<file path="src/rtl/sparc_exu_regwr_arb.sv">
// Shared write-port arbiter for the per-thread EXU state registers.
// Round-robin grant with an age override and a registered, one-cycle write issue.
module sparc_exu_regwr_arb #(
  parameter int unsigned SIZE    = 3,
  parameter int unsigned NREQ    = 3,
  parameter int unsigned MAXWAIT = 7
) (
  input  logic                 clk,
  input  logic                 rst,
  input  logic [NREQ-1:0]      req_vld,
  input  logic [2*NREQ-1:0]    req_thr,
  input  logic [SIZE*NREQ-1:0] req_data,
  input  logic                 wr_stall,
  output logic [NREQ-1:0]      req_gnt,
  output logic                 wen_w,
  output logic [3:0]           thr_w,
  output logic [SIZE-1:0]      data_in_w,
  output logic [3:0]           thr_pend
);

  localparam int unsigned PW   = $clog2(NREQ);
  localparam logic [3:0]  MAXW = 4'(MAXWAIT);

  logic [PW-1:0]   rr_ptr_q, rr_ptr_d;
  logic [3:0]      wait_cnt_q [NREQ];
  logic [3:0]      wait_cnt_d [NREQ];
  logic            wen_w_q, wen_w_d;
  logic [3:0]      thr_w_q, thr_w_d;
  logic [SIZE-1:0] data_in_w_q, data_in_w_d;

  logic [1:0]      thr_a  [NREQ];
  logic [SIZE-1:0] data_a [NREQ];
  logic [NREQ-1:0] gnt_raw;
  logic            any_gnt;
  logic [PW-1:0]   win;
  logic [PW-1:0]   scan_idx;
  logic [3:0]      pend_raw;

  always_comb begin
    for (int unsigned i = 0; i < NREQ; i++) begin
      thr_a[i]  = req_thr[2*i +: 2];
      data_a[i] = req_data[SIZE*i +: SIZE];
    end
  end

  // Overdue requesters win outright (lowest index); otherwise scan from rr_ptr.
  always_comb begin
    any_gnt  = 1'b0;
    win      = '0;
    scan_idx = '0;
    gnt_raw  = '0;
    if (!wr_stall) begin
      for (int unsigned i = 0; i < NREQ; i++) begin
        if (!any_gnt && req_vld[i] && (wait_cnt_q[i] == MAXW)) begin
          any_gnt = 1'b1;
          win     = PW'(i);
        end
      end
      for (int unsigned k = 0; k < NREQ; k++) begin
        scan_idx = PW'((32'(rr_ptr_q) + k) % NREQ);
        if (!any_gnt && req_vld[scan_idx]) begin
          any_gnt = 1'b1;
          win     = scan_idx;
        end
      end
      if (any_gnt) begin
        gnt_raw[win] = 1'b1;
      end
    end
  end

  always_comb begin
    rr_ptr_d    = rr_ptr_q;
    wen_w_d     = any_gnt;
    thr_w_d     = '0;
    data_in_w_d = data_in_w_q;
    if (any_gnt) begin
      rr_ptr_d    = ((32'(win) + 32'd1) == NREQ) ? '0 : win + 1'b1;
      thr_w_d     = 4'b0001 << thr_a[win];
      data_in_w_d = data_a[win];
    end
  end

  // Age counters freeze during a stall so a stall never promotes a requester.
  always_comb begin
    for (int unsigned i = 0; i < NREQ; i++) begin
      wait_cnt_d[i] = wait_cnt_q[i];
      if (!req_vld[i] || gnt_raw[i]) begin
        wait_cnt_d[i] = '0;
      end else if (!wr_stall && (wait_cnt_q[i] < MAXW)) begin
        wait_cnt_d[i] = wait_cnt_q[i] + 4'd1;
      end
    end
  end

  always_ff @(posedge clk or posedge rst) begin
    if (rst) begin
      rr_ptr_q    <= '0;
      wen_w_q     <= 1'b0;
      thr_w_q     <= '0;
      data_in_w_q <= '0;
      for (int unsigned i = 0; i < NREQ; i++) begin
        wait_cnt_q[i] <= '0;
      end
    end else begin
      rr_ptr_q    <= rr_ptr_d;
      wen_w_q     <= wen_w_d;
      thr_w_q     <= thr_w_d;
      data_in_w_q <= data_in_w_d;
      for (int unsigned i = 0; i < NREQ; i++) begin
        wait_cnt_q[i] <= wait_cnt_d[i];
      end
    end
  end

  always_comb begin
    pend_raw = wen_w_q ? thr_w_q : '0;
    for (int unsigned i = 0; i < NREQ; i++) begin
      if (req_vld[i]) begin
        pend_raw[thr_a[i]] = 1'b1;
      end
    end
  end

  assign req_gnt   = rst ? '0 : gnt_raw;
  assign thr_pend  = rst ? '0 : pend_raw;
  assign wen_w     = wen_w_q;
  assign thr_w     = thr_w_q;
  assign data_in_w = data_in_w_q;

endmodule
</file>
<file path="config.mk">
export PLATFORM = sky130hd
export DESIGN_NAME = sparc_exu_regwr_arb
export DESIGN_NICKNAME = d
export VERILOG_FILES = /design/src/rtl/sparc_exu_regwr_arb.sv
export SDC_FILE = /design/constraint.sdc
export NUM_CORES = 1
export LEC_CHECK = 0
export CORE_MARGIN = 3
export CORE_UTILIZATION = 53
export DETAILED_ROUTE_END_ITERATION = 8
export PLACE_DENSITY = 0.95
export SYNTH_ARGS = -nofsm -noshare
export SYNTH_HDL_FRONTEND = slang
export SYNTH_SLANG_ARGS = --single-unit
</file>
<file path="constraint.sdc">
create_clock -name clk -period 5.28 [get_ports clk]
set_input_delay 1.32 -clock clk [delete_from_list [all_inputs] [get_ports clk]]
set_output_delay 1.32 -clock clk [all_outputs]
set_load 0.05 [all_outputs]
</file>
# After elaboration in Yosys (flattened, before gate mapping)
# Cells that the tools add are included.
# op_classes
addsub	7
shift	1
n_reduce_logical	30
bitwise	4
div	3
mux	56
order_cmp	15
n_eq_ne	4
# op_table
cell	n
modulo 32 x 2 -> 32 bit, second input constant	2
2-to-1 mux 4 bit	12
modulo 2 x 2 -> 32 bit, second input constant	1
less-than comparator 2 x 3 -> 1 bit, second input constant	7
2-to-1 mux 1 bit	21
2-to-1 mux 2 bit	9
logical AND 1 bit	15
2-to-1 mux 3 bit	5
adder 4 x 1 -> 4 bit, second input constant	3
== test 4 x 3 -> 1 bit, second input constant	3
less-than comparator 4 x 3 -> 1 bit, second input constant	3
bitwise OR 4 bit	3
logical NOT 1 bit	9
demux 1 bit (select 2 bit)	4
>= comparator 2 x 1 -> 1 bit, second input constant	4
adder 2 x 1 -> 3 bit, second input constant	2
binary-select mux 1 bit (select 2 bit)	3
binary-select mux 3 bit (select 2 bit)	1
nonzero test 2 bit	3
binary-select mux 2 bit (select 2 bit)	1
left shift 1 x 2 -> 4 bit, first input constant	1
adder 2 x 2 -> 3 bit, second input constant	1
== test 3 x 2 -> 1 bit, second input constant	1
>= comparator 3 bit, second input constant	1
other kinds (3)	5
# totals
elab_cells	127
in_bits	21
reg_bits	22
out_inout_bits	15

# Logic depth before layout (Yosys ltp)
# Gate-level depths: netlist of run 1.
# logic_depth
depth_word	34
depth_mapped	10

# Worst setup path after synthesis of run 1
# No wires, ideal clock.
# synth_path
path_type	input -> output
start	in req_vld[2]
end	out req_gnt[0]
setup_slack_ps	878
arrival_ps	3082
t_required_ps	3960
path_buffers	1
path_stages	6
path_cell_list	buf_4 and4bb_4 o31ai_4 o31ai_1 a2111o_1 nor2_1
# synth_via
elab_chain_len	23
word_cells_on_any_way	35
# synth_rtl
item	line	text
from (decl)	10	input logic [NREQ-1:0] req_vld,
logical AND 1 bit (2 in series)	54	if (!any_gnt && req_vld[i] && (wait_cnt_q[i] == MAXW)) begin
2-to-1 mux 1 bit	54	
2-to-1 mux 1 bit	52	if (!wr_stall) begin
logical NOT 1 bit	61	if (!any_gnt && req_vld[scan_idx]) begin
logical AND 1 bit	61	
2-to-1 mux 1 bit	61	
2-to-1 mux 1 bit	52	
logical NOT 1 bit	61	
[... 6 more ...]	-	
2-to-1 mux 2 bit	52	
less-than comparator 2 x 3 -> 1 bit (implied by the code) / >= comparator 2 x 1 -> 1 bit (equally long branches)	67	gnt_raw[win] = 1'b1;
logical AND 1 bit (implied by the code)	67	
2-to-1 mux 1 bit (implied by the code)	67	
demux 1 bit (select 2 bit)	67	
2-to-1 mux 3 bit (*)	66	if (any_gnt) begin
2-to-1 mux 3 bit (*)	52	
2-to-1 mux 3 bit (*)	125	assign req_gnt = rst ? '0 : gnt_raw;
to (decl)	14	output logic [NREQ-1:0] req_gnt,
# Every way passes the cells marked *; elsewhere a longest branch is shown, timed or not. The select of a mux whose other input is x is not followed.

# Worst setup path in the final report of run 1
# layout_path
start	in req_vld[0]
end	out req_gnt[0]
# layout_via
elab_chain_len	32
word_cells_on_any_way	45
# layout_rtl
item	line
logical AND 1 bit	54
2-to-1 mux 1 bit	54
2-to-1 mux 1 bit	52
logical NOT 1 bit	54
logical AND 1 bit (2 in series)	54
2-to-1 mux 1 bit	54
2-to-1 mux 1 bit	52
logical NOT 1 bit	54
[... 15 more ...]	-
2-to-1 mux 2 bit	52
less-than comparator 2 x 3 -> 1 bit (implied by the code) / >= comparator 2 x 1 -> 1 bit (equally long branches)	67
logical AND 1 bit (implied by the code)	67
2-to-1 mux 1 bit (implied by the code)	67
demux 1 bit (select 2 bit)	67
2-to-1 mux 3 bit (*)	66
2-to-1 mux 3 bit (*)	52
2-to-1 mux 3 bit (*)	125
# Marked as above.

==> impl_metrics.ini, run 1 <==
[clock_network]
post-cts-setup-buffers = 0
cts_max_path_buffers = 2
cts.hold.buffers_added = 0
cts.repair.resized = 0
cts_num_sinks = 22
cts_made_buffers = 3
clockRootBuffer = sky130_fd_sc_hd__clkbuf_4
clock_tree_from_tritoncts = done
h-tree-depth = 1
path_clk_slew_ns = 0.13
worstSkewPairLatency_ns = 0.31

[global_route]
initial_antenna_violation_count = 0
grt_overflow_total = 0
grt_first_pass_wirelength_um = 6480
first_global_vias = 1408
grt_usage_pct = 24.4
grt_max_degree = 23

[floorplan]
effective_utilization_at_floorplan_pct = 57.3
rows = 18
coreArea_um2 = 2570
die_h_um = 58.7
die_width_um = 58.7
io_pins = 36
floorplan.die_area_um2 = 3440

[sta]
clock.fmax_mhz = 205
final_min_period_over_clock_period_pct = 92.2
count_of_pins_over_their_slew_limit = 0
rsz0062_at_grt = false
fin_worst_skew_ns = 0.00526
finalCriticalPeriod_ns = 4.87
final.setup.tns_ns = 0
total_setup_violations_reported_at_the_end_of_the_flow = 0
timing_hold_violations_final = 0
maxSlewHeadroom_pct = 45.1
worstMarginPinSlew_ns = 0.823
finalWorstSetupSlack_ns = 0.410

[power]
power.ir.vdd_worst_uv = 443
power_density_nw_per_um2 = 449
leakage_power_summed_over_all_cells_nw = 0.804

[run]
cap_violations = 0

[placed_design]
place_area_um2 = 1810
dp_hpwl_um = 2920
placement.io_buffers = 35
dpl_worst_slack_ns = 0.476
place.gp.congestion = 1.01

[synth]
synth_flop_cell = sky130_fd_sc_hd__dfrtp_1
syn-cell-area_um2 = 1470
post_synth_main_area_contributors = sky130_fd_sc_hd__dfrtp_1 37%, sky130_fd_sc_hd__nor2_1 6.1%, sky130_fd_sc_hd__a211oi_1 4.6%
ys_seq_area_share_pct = 37.4
syn-num-nets = 184
synth_cell_types = 53
synth_top_area_share_pct = 37.4
synth.ff_latch_count = 22
synth-edff-count = 0
post-synth-top-area-cell = sky130_fd_sc_hd__dfrtp_1
syn_avg_cell_area_um2 = 9.31
async_flop_share_pct = 100
synthesis.yosys.warnings = 0
postSynthCellCount = 158

[layout]
final_area_um2 = 1850
design.final.nets = 216
layout_commonest_cell = sky130_fd_sc_hd__clkdlybuf4s50_1
layout_common_cells = 32 x sky130_fd_sc_hd__clkdlybuf4s50_1, 24 x sky130_fd_sc_hd__nor2_1, 22 x sky130_fd_sc_hd__dfrtp_1, 13 x sky130_fd_sc_hd__nand2_1, 9 x sky130_fd_sc_hd__a211oi_1
diodes = 0
drive_gt1_share_pct = 8.47
area.growth.synth_to_final_pct = 25.7

[setup_path]
critPathRequiredTime_ns = 3.96
cp_data_arrival_time_ns = 3.55
worstSetupEndpointType = primary output
worstSetupStartpoint = req_vld[0]
setup.worst_path.start_class = input pin
worst-setup-path-type = in -> out
critical_path.reg2reg.startpoint = rr_ptr_q[1]
path_cells = clkdlybuf4s50_1 > nand4b_2 > nand2_1 > a211oi_1 > a2111o_1 > nor2_1 > buf_12
worst_path_largest_cell_delay_ns = 0.73
worst_path_max_delay_cell = sky130_fd_sc_hd__clkdlybuf4s50_1
critical_path.max_fanout = 10

[route]
detail-route-antenna-nets = 0
wl_per_cell_um = 17.4
firstDrtPassIters = 4
drc = 0
route.detailed.vias_per_inst = 6.47
vias = 1417
first_iter_violations = 101
routed_wl_um = 3800

[outcome]
run_status = finished, final reports clean

[worst_hold_path]
holdCritPathClass = reg -> reg
startpoint_of_the_worst_hold_path = data_in_w[1]
==> logic make-up after synthesis <==
| kind of cell | Yosys count | share of synthesized area, % |
|---|---|---|
| fa+ha+maj | 5 | 4.25 |
| xor+xnor | 3 | 1.79 |
| buf+inv | 16 | 5.53 |
| simple gates | 61 | 22.4 |
| mux | 4 | 2.72 |
| flops | 22 | 37.4 |
| compound gates | 47 | 25.9 |
==> power breakdown <==
| group | leakage [nW] | total [mW] | internal (mW) | switching, mW |
|---|---|---|---|---|
| clock network | 0.0210 | 0.0936 | 0.0421 | 0.0516 |
| registers | 0.290 | 0.239 | 0.208 | 0.0304 |
| logic | 0.493 | 0.499 | 0.192 | 0.307 |
| total | 0.804 | 0.831 | 0.442 | 0.389 |
==> synth_stat cells (2+ instances only) <==
master / n
sky130_fd_sc_hd__nand2_1: 13
sky130_fd_sc_hd__a41oi_1: 2
sky130_fd_sc_hd__a221oi_1: 3
sky130_fd_sc_hd__ha_1: 5
sky130_fd_sc_hd__a211oi_1: 9
sky130_fd_sc_hd__nor2b_1: 2
sky130_fd_sc_hd__mux2i_1: 4
sky130_fd_sc_hd__a2bb2oi_1: 2
sky130_fd_sc_hd__clkbuf_1: 2
sky130_fd_sc_hd__nand3b_1: 2
sky130_fd_sc_hd__nand3_1: 2
sky130_fd_sc_hd__nand2b_1: 2
sky130_fd_sc_hd__xnor2_1: 3
sky130_fd_sc_hd__dfrtp_1: 22
sky130_fd_sc_hd__buf_2: 2
sky130_fd_sc_hd__a31oi_1: 3
sky130_fd_sc_hd__nor3b_1: 4
sky130_fd_sc_hd__inv_1: 7
sky130_fd_sc_hd__nor3_1: 3
sky130_fd_sc_hd__buf_4: 3
sky130_fd_sc_hd__a32oi_1: 2
sky130_fd_sc_hd__nor2_1: 24
sky130_fd_sc_hd__o21ai_1: 4
sky130_fd_sc_hd__a21oi_1: 4
==> final cells by class <==
class / count / area [um^2]
Clock buffer: 4 / 36.3
Fill cell: 185 / 718
Inverter: 8 / 30.0
Sequential cell: 22 / 551
Multi-Input combinational cell: 120 / 840
Tap cell: 30 / 37.5
Timing Repair Buffer: 35 / 355
==> worst max-delay path: cells and delay by family <==
kind,cells,cell delay [ns]
buffers and inverters,2,0.91
and+or+nand+nor,3,0.71
AOI/OAI and AO/OA,2,0.60
==> final timing paths <==
path	endpoint	slack (ns)	depth (start not counted)
worst min register to register	data_in_w[1]	0.55	2
max in group asynchronous	wait_cnt_q[0]	3.06	2
worst max-delay path	req_gnt[0]	0.41	7
worst min-delay path	data_in_w[1]	0.55	2
worst max register to register	thr_w[3]	2.68	8
min in group asynchronous	data_in_w[0]	1.71	2
==> stage by stage <==
stage	cells	hold slack, ns	util (%)	power, mW
4_1_cts	219	0.553	72.0	0.828
3_5_place_dp	215	0.525	70.6	0.732
3_3_place_gp	215	0.530	70.6	0.714
2_1_floorplan	158	0.503	-	0.595
6_report	219	0.553	72.0	0.831
5_1_grt	219	0.594	72.0	0.885
==> flip-flops by register name (all words and copies together) (netlist names) <==
name / flops
data_in_w: 3
rr_ptr_q: 2
wait_cnt_q: 12
wen_w: 1
thr_w: 4
==> per-layer routing <==
layer	wire length (um)	track usage, %	vias up
met2	1920	41.9	64
met1	1520	29.8	691
met3	257	3.29	13
met5	0	0	-
met4	100	12.3	0
li1	-	-	649
(Power assumes the default switching activity.)
==> run 2, diff against run 1 <==
--- a/config.mk
+++ b/config.mk
@@ -8,6 +8,7 @@
 export CORE_MARGIN = 3
 export CORE_UTILIZATION = 53
 export DETAILED_ROUTE_END_ITERATION = 8
+export GPL_ROUTABILITY_DRIVEN = 0
 export PLACE_DENSITY = 0.95
 export SYNTH_ARGS = -nofsm -noshare
 export SYNTH_HDL_FRONTEND = slang
==> impl_metrics.ini, run 2 (synthesis results as in run 1) <==
[clock_network]
cts_made_buffers = 3
post-cts-setup-buffers = 0
cts.repair.resized = 0
path_clk_slew_ns = 0.13
clockRootBuffer = sky130_fd_sc_hd__clkbuf_4
cts.hold.buffers_added = 0
cts_max_path_buffers = 2
cts_num_sinks = 22
h-tree-depth = 1
worstSkewPairLatency_ns = 0.32
clock_tree_from_tritoncts = done

[power]
power.ir.vdd_worst_uv = 435
leakage_power_summed_over_all_cells_nw = 0.804
power_density_nw_per_um2 = 451

[global_route]
grt_overflow_total = 0
initial_antenna_violation_count = 0
first_global_vias = 1408
grt_first_pass_wirelength_um = 6580
grt_max_degree = 23
grt_usage_pct = 25.2

[placed_design]
dp_hpwl_um = 3040
placement.io_buffers = 35
place_area_um2 = 1810

[route]
firstDrtPassIters = 4
routed_wl_um = 3980
detail-route-antenna-nets = 0
route.detailed.vias_per_inst = 6.66
first_iter_violations = 97
wl_per_cell_um = 18.2
drc = 0
vias = 1459

[setup_path]
critPathRequiredTime_ns = 3.96
setup.worst_path.start_class = input pin
cp_data_arrival_time_ns = 3.51
worst_path_max_delay_cell = sky130_fd_sc_hd__clkdlybuf4s50_1
worst-setup-path-type = in -> out
worstSetupEndpointType = primary output
critical_path.max_fanout = 10
crit_buf_inv = 2
path_cells = clkdlybuf4s50_1 > nand4b_2 > nand2_1 > a211oi_1 > a2111o_1 > nor2_1 > buf_12
critical_path.top_delay_family = buffers and inverters
worst_path_largest_cell_delay_ns = 0.72

[layout]
n_fill_cell = 192
layout_commonest_cell = sky130_fd_sc_hd__clkdlybuf4s50_1
largest_register_ff_count = 12
layout_common_cells = 32 x sky130_fd_sc_hd__clkdlybuf4s50_1, 24 x sky130_fd_sc_hd__nor2_1, 22 x sky130_fd_sc_hd__dfrtp_1, 13 x sky130_fd_sc_hd__nand2_1, 9 x sky130_fd_sc_hd__a211oi_1
drive_gt1_share_pct = 8.47
area.growth.synth_to_final_pct = 25.7
diodes = 0
registers.top_by_ff_count = wait_cnt_q
design.final.nets = 216
final_area_um2 = 1850

[sta]
finalCriticalPeriod_ns = 4.83
worstMarginPinSlew_ns = 0.814
final_min_period_over_clock_period_pct = 91.4
count_of_pins_over_their_slew_limit = 0
fin_worst_skew_ns = 0.0106
final.setup.tns_ns = 0
finalHoldWorstSlack_ns = 0.573
timing_hold_violations_final = 0
maxSlewHeadroom_pct = 45.7
clock.fmax_mhz = 207
total_setup_violations_reported_at_the_end_of_the_flow = 0
rsz0062_at_grt = false

[floorplan]
effective_utilization_at_floorplan_pct = 57.3
die_h_um = 58.7
die_width_um = 58.7
rows = 18
io_pins = 36
floorplan.die_area_um2 = 3440
coreArea_um2 = 2570

[worst_hold_path]
holdCritPathClass = reg -> reg

[outcome]
run_status = finished, final reports clean

[run]
cap_violations = 0
[run 2: path summary, 6_finish.rpt]
path,startpoint,endpoint,slack (ns),cells past startpoint
worst max-delay path,req_vld[0],req_gnt[0],0.45,7
worst min-delay path,data_in_w[0],data_in_w[0],0.57,1
worst max register to register,rr_ptr_q[1],thr_w[1],2.62,8
worst min register to register,data_in_w[0],data_in_w[0],0.57,1
max in group asynchronous,rst,wait_cnt_q[6],3.05,2
min in group asynchronous,rst,rr_ptr_q[1],1.71,2
[run 2: power breakdown]
| part | total, mW | internal, mW | switching [mW] |
|---|---|---|---|
| combinational | 0.501 | 0.192 | 0.309 |
| clock | 0.0958 | 0.0423 | 0.0535 |
| sequential | 0.237 | 0.208 | 0.0290 |
[run 2: per-stage QoR]
stage / utilization (%) / total power, mW / setup slack [ns] / std cells
finish: 72.0 / 0.834 / 0.454 / 219
global route: 72.0 / 0.881 / 0.312 / 219
CTS: 72.0 / 0.829 / 0.502 / 219
detailed placement: 70.6 / 0.734 / 0.510 / 215
global placement: 70.6 / 0.714 / 0.591 / 215
floorplan: - / 0.595 / 0.878 / 158
[run 2: final cells by class]
cell class              count  area [um^2]  area share, %
multi-input cells         120          840           45.4
flip-flops and latches     22          551           29.8
repair buffers             35          355           19.2
well taps                  30         37.5           2.03
clock buffers               4         36.3           1.96
inverters                   8         30.0           1.62
[run 2: metal layers]
layer  vias up  share of wire [%]  GRT usage [%]  wire (um)
li1        654                  -              -          -
met1       710                 38           30.7       1510
met2        76                 51           41.8       2020
met3        19                7.9           5.48        314
met4         0                3.5           13.3        138
met5         -                  0              0          0
==> run 3, diff against run 2 <==
--- a/config.mk
+++ b/config.mk
@@ -6,10 +6,12 @@
 export NUM_CORES = 1
 export LEC_CHECK = 0
 export CORE_MARGIN = 3
-export CORE_UTILIZATION = 53
+export CORE_UTILIZATION = 50
 export DETAILED_ROUTE_END_ITERATION = 8
+export DONT_BUFFER_PORTS = 1
 export GPL_ROUTABILITY_DRIVEN = 0
-export PLACE_DENSITY = 0.95
+export PLACE_DENSITY = 0.75
+export RECOVER_POWER = 25
 export SYNTH_ARGS = -nofsm -noshare
 export SYNTH_HDL_FRONTEND = slang
 export SYNTH_SLANG_ARGS = --single-unit
==> impl_metrics.ini, run 3 (synthesis results as in run 1) <==
[setup_path]
reg2reg_depth = 8
critical_path.max_fanout = 11
setup.worst_path.start_class = flip-flop
cp_data_arrival_time_ns = 2.77
worstSetupEndpointType = primary output
r2r_setup_slack_ns = 2.69
critPathRequiredTime_ns = 3.96
reg2reg_to = thr_w[1]
worst-setup-path-type = reg -> out
critical_path.reg2reg.startpoint = rr_ptr_q[1]

[global_route]
grt_overflow_total = 0
grt_first_pass_wirelength_um = 5380
grt_max_degree = 23
grt_usage_pct = 19.7
first_global_vias = 1194
initial_antenna_violation_count = 0

[clock_network]
worstSkewPairLatency_ns = 0.31
clockRootBuffer = sky130_fd_sc_hd__clkbuf_4
clock_tree_from_tritoncts = done
cts_made_buffers = 3
post-cts-setup-buffers = 0
cts.repair.resized = 0
path_clk_slew_ns = 0.13
cts_max_path_buffers = 2
cts_num_sinks = 22
cts.hold.buffers_added = 0
h-tree-depth = 1

[route]
route.detailed.vias_per_inst = 6.54
drc = 0
vias = 1237
first_iter_violations = 64
wl_per_cell_um = 18.3
routed_wl_um = 3450
detail-route-antenna-nets = 0
firstDrtPassIters = 4

[floorplan]
coreArea_um2 = 2780
io_pins = 36
effective_utilization_at_floorplan_pct = 52.9
floorplan.die_area_um2 = 3630
die_width_um = 60.2
rows = 19
die_h_um = 60.2

[run]
cap_violations = 0

[power]
power.ir.vdd_worst_uv = 441
net-switching-power_mw = 0.365
internal_power_mw = 0.381
sequentialPowerShare_pct = 43.4
power_density_nw_per_um2 = 489
power.share.clock_pct = 12.8
comb_power_share_pct = 43.8
switching_share_pct = 49.0
leakage_power_summed_over_all_cells_nw = 0.684

[sta]
final_min_period_over_clock_period_pct = 77.6
total_setup_violations_reported_at_the_end_of_the_flow = 0
final.setup.tns_ns = 0
worstMarginPinSlew_ns = 1.17
rsz0062_at_grt = false
count_of_pins_over_their_slew_limit = 0
finalWorstSetupSlack_ns = 1.19
clock.fmax_mhz = 244
finalCriticalPeriod_ns = 4.09
fin_worst_skew_ns = 0.00625
maxSlewHeadroom_pct = 21.9
timing_hold_violations_final = 0

[layout]
layout_common_cells = 24 x sky130_fd_sc_hd__nor2_1, 22 x sky130_fd_sc_hd__dfrtp_1, 13 x sky130_fd_sc_hd__nand2_1, 9 x sky130_fd_sc_hd__a211oi_1, 7 x sky130_fd_sc_hd__inv_1
area.sequential_um2 = 551
design.final.nets = 185
layout_commonest_cell = sky130_fd_sc_hd__nor2_1
largest_register_ff_count = 12
area.growth.synth_to_final_pct = 3.66
drive_gt1_share_pct = 10.8
n_fill_cell = 246
diodes = 0
multi_input_comb_area_um2 = 840
registers.top_by_ff_count = wait_cnt_q

[placed_design]
dpl_worst_slack_ns = 1.29
dp_hpwl_um = 2680
placement.io_buffers = 0

[worst_hold_path]
startpoint_of_the_worst_hold_path = wait_cnt_q[7]
min_delay_path_depth = 2
holdCritPathClass = reg -> reg
hold_path_end = wait_cnt_q[7]

[outcome]
run_status = finished, final reports clean
run 3: power by group through the flow:
stage                     clock [mW]  combinational, mW  sequential [mW]
after floorplan                    0              0.279            0.316
after global placement             0              0.313            0.325
after detailed placement           0              0.325            0.327
after CTS                     0.0960              0.327            0.323
after global routing           0.102              0.361            0.329
final                         0.0955              0.327            0.324
run 3: per-stage QoR:
| stage | power [mW] | area, um^2 | util, % | hold slack (ns) | instances |
|---|---|---|---|---|---|
| finish | 0.746 | 1530 | 54.8 | 0.571 | 189 |
| global route | 0.792 | 1530 | 54.8 | 0.612 | 189 |
| CTS | 0.746 | 1530 | 54.8 | 0.573 | 189 |
| detailed placement | 0.652 | 1490 | 53.5 | 0.545 | 185 |
| global placement | 0.638 | 1490 | 53.5 | 0.528 | 185 |
| floorplan | 0.595 | 1470 | - | 0.503 | 158 |
run 3: cell type report:
class,instances,area share (%)
well taps,31,2.54
repair buffers,4,1.97
inverters,8,1.97
flip-flops and latches,22,36.1
clock buffers,4,2.38
multi-input cells,120,55.0
run 3: worst max path at each step:
stage	from	endpoint	depth (start not counted)
after global routing	rr_ptr_q[1]	req_gnt[0]	8
after CTS	rr_ptr_q[1]	req_gnt[0]	8
final	rr_ptr_q[1]	req_gnt[0]	8
after global placement	req_vld[2]	req_gnt[0]	6
after floorplan	req_vld[2]	req_gnt[0]	6
after detailed placement	req_vld[2]	req_gnt[0]	6
run 3: critical path: stages (launching register included):
cell,delay (ns)
sky130_fd_sc_hd__dfrtp_1,0.41
sky130_fd_sc_hd__inv_1,0.10
sky130_fd_sc_hd__ha_1,0.41
sky130_fd_sc_hd__nand2_1,0.10
sky130_fd_sc_hd__a32oi_1,0.39
sky130_fd_sc_hd__a211oi_1,0.24
sky130_fd_sc_hd__a2111o_1,0.48
sky130_fd_sc_hd__nor2_1,0.12
sky130_fd_sc_hd__buf_4,0.21
run 3: per-layer routing:
| metal | wire (um) | GRT usage (%) |
|---|---|---|
| met1 | 1500 | 25.5 |
| met2 | 1720 | 32.6 |
| met3 | 196 | 4.32 |
| met4 | 38 | 6.33 |
| met5 | 0 | 0 |
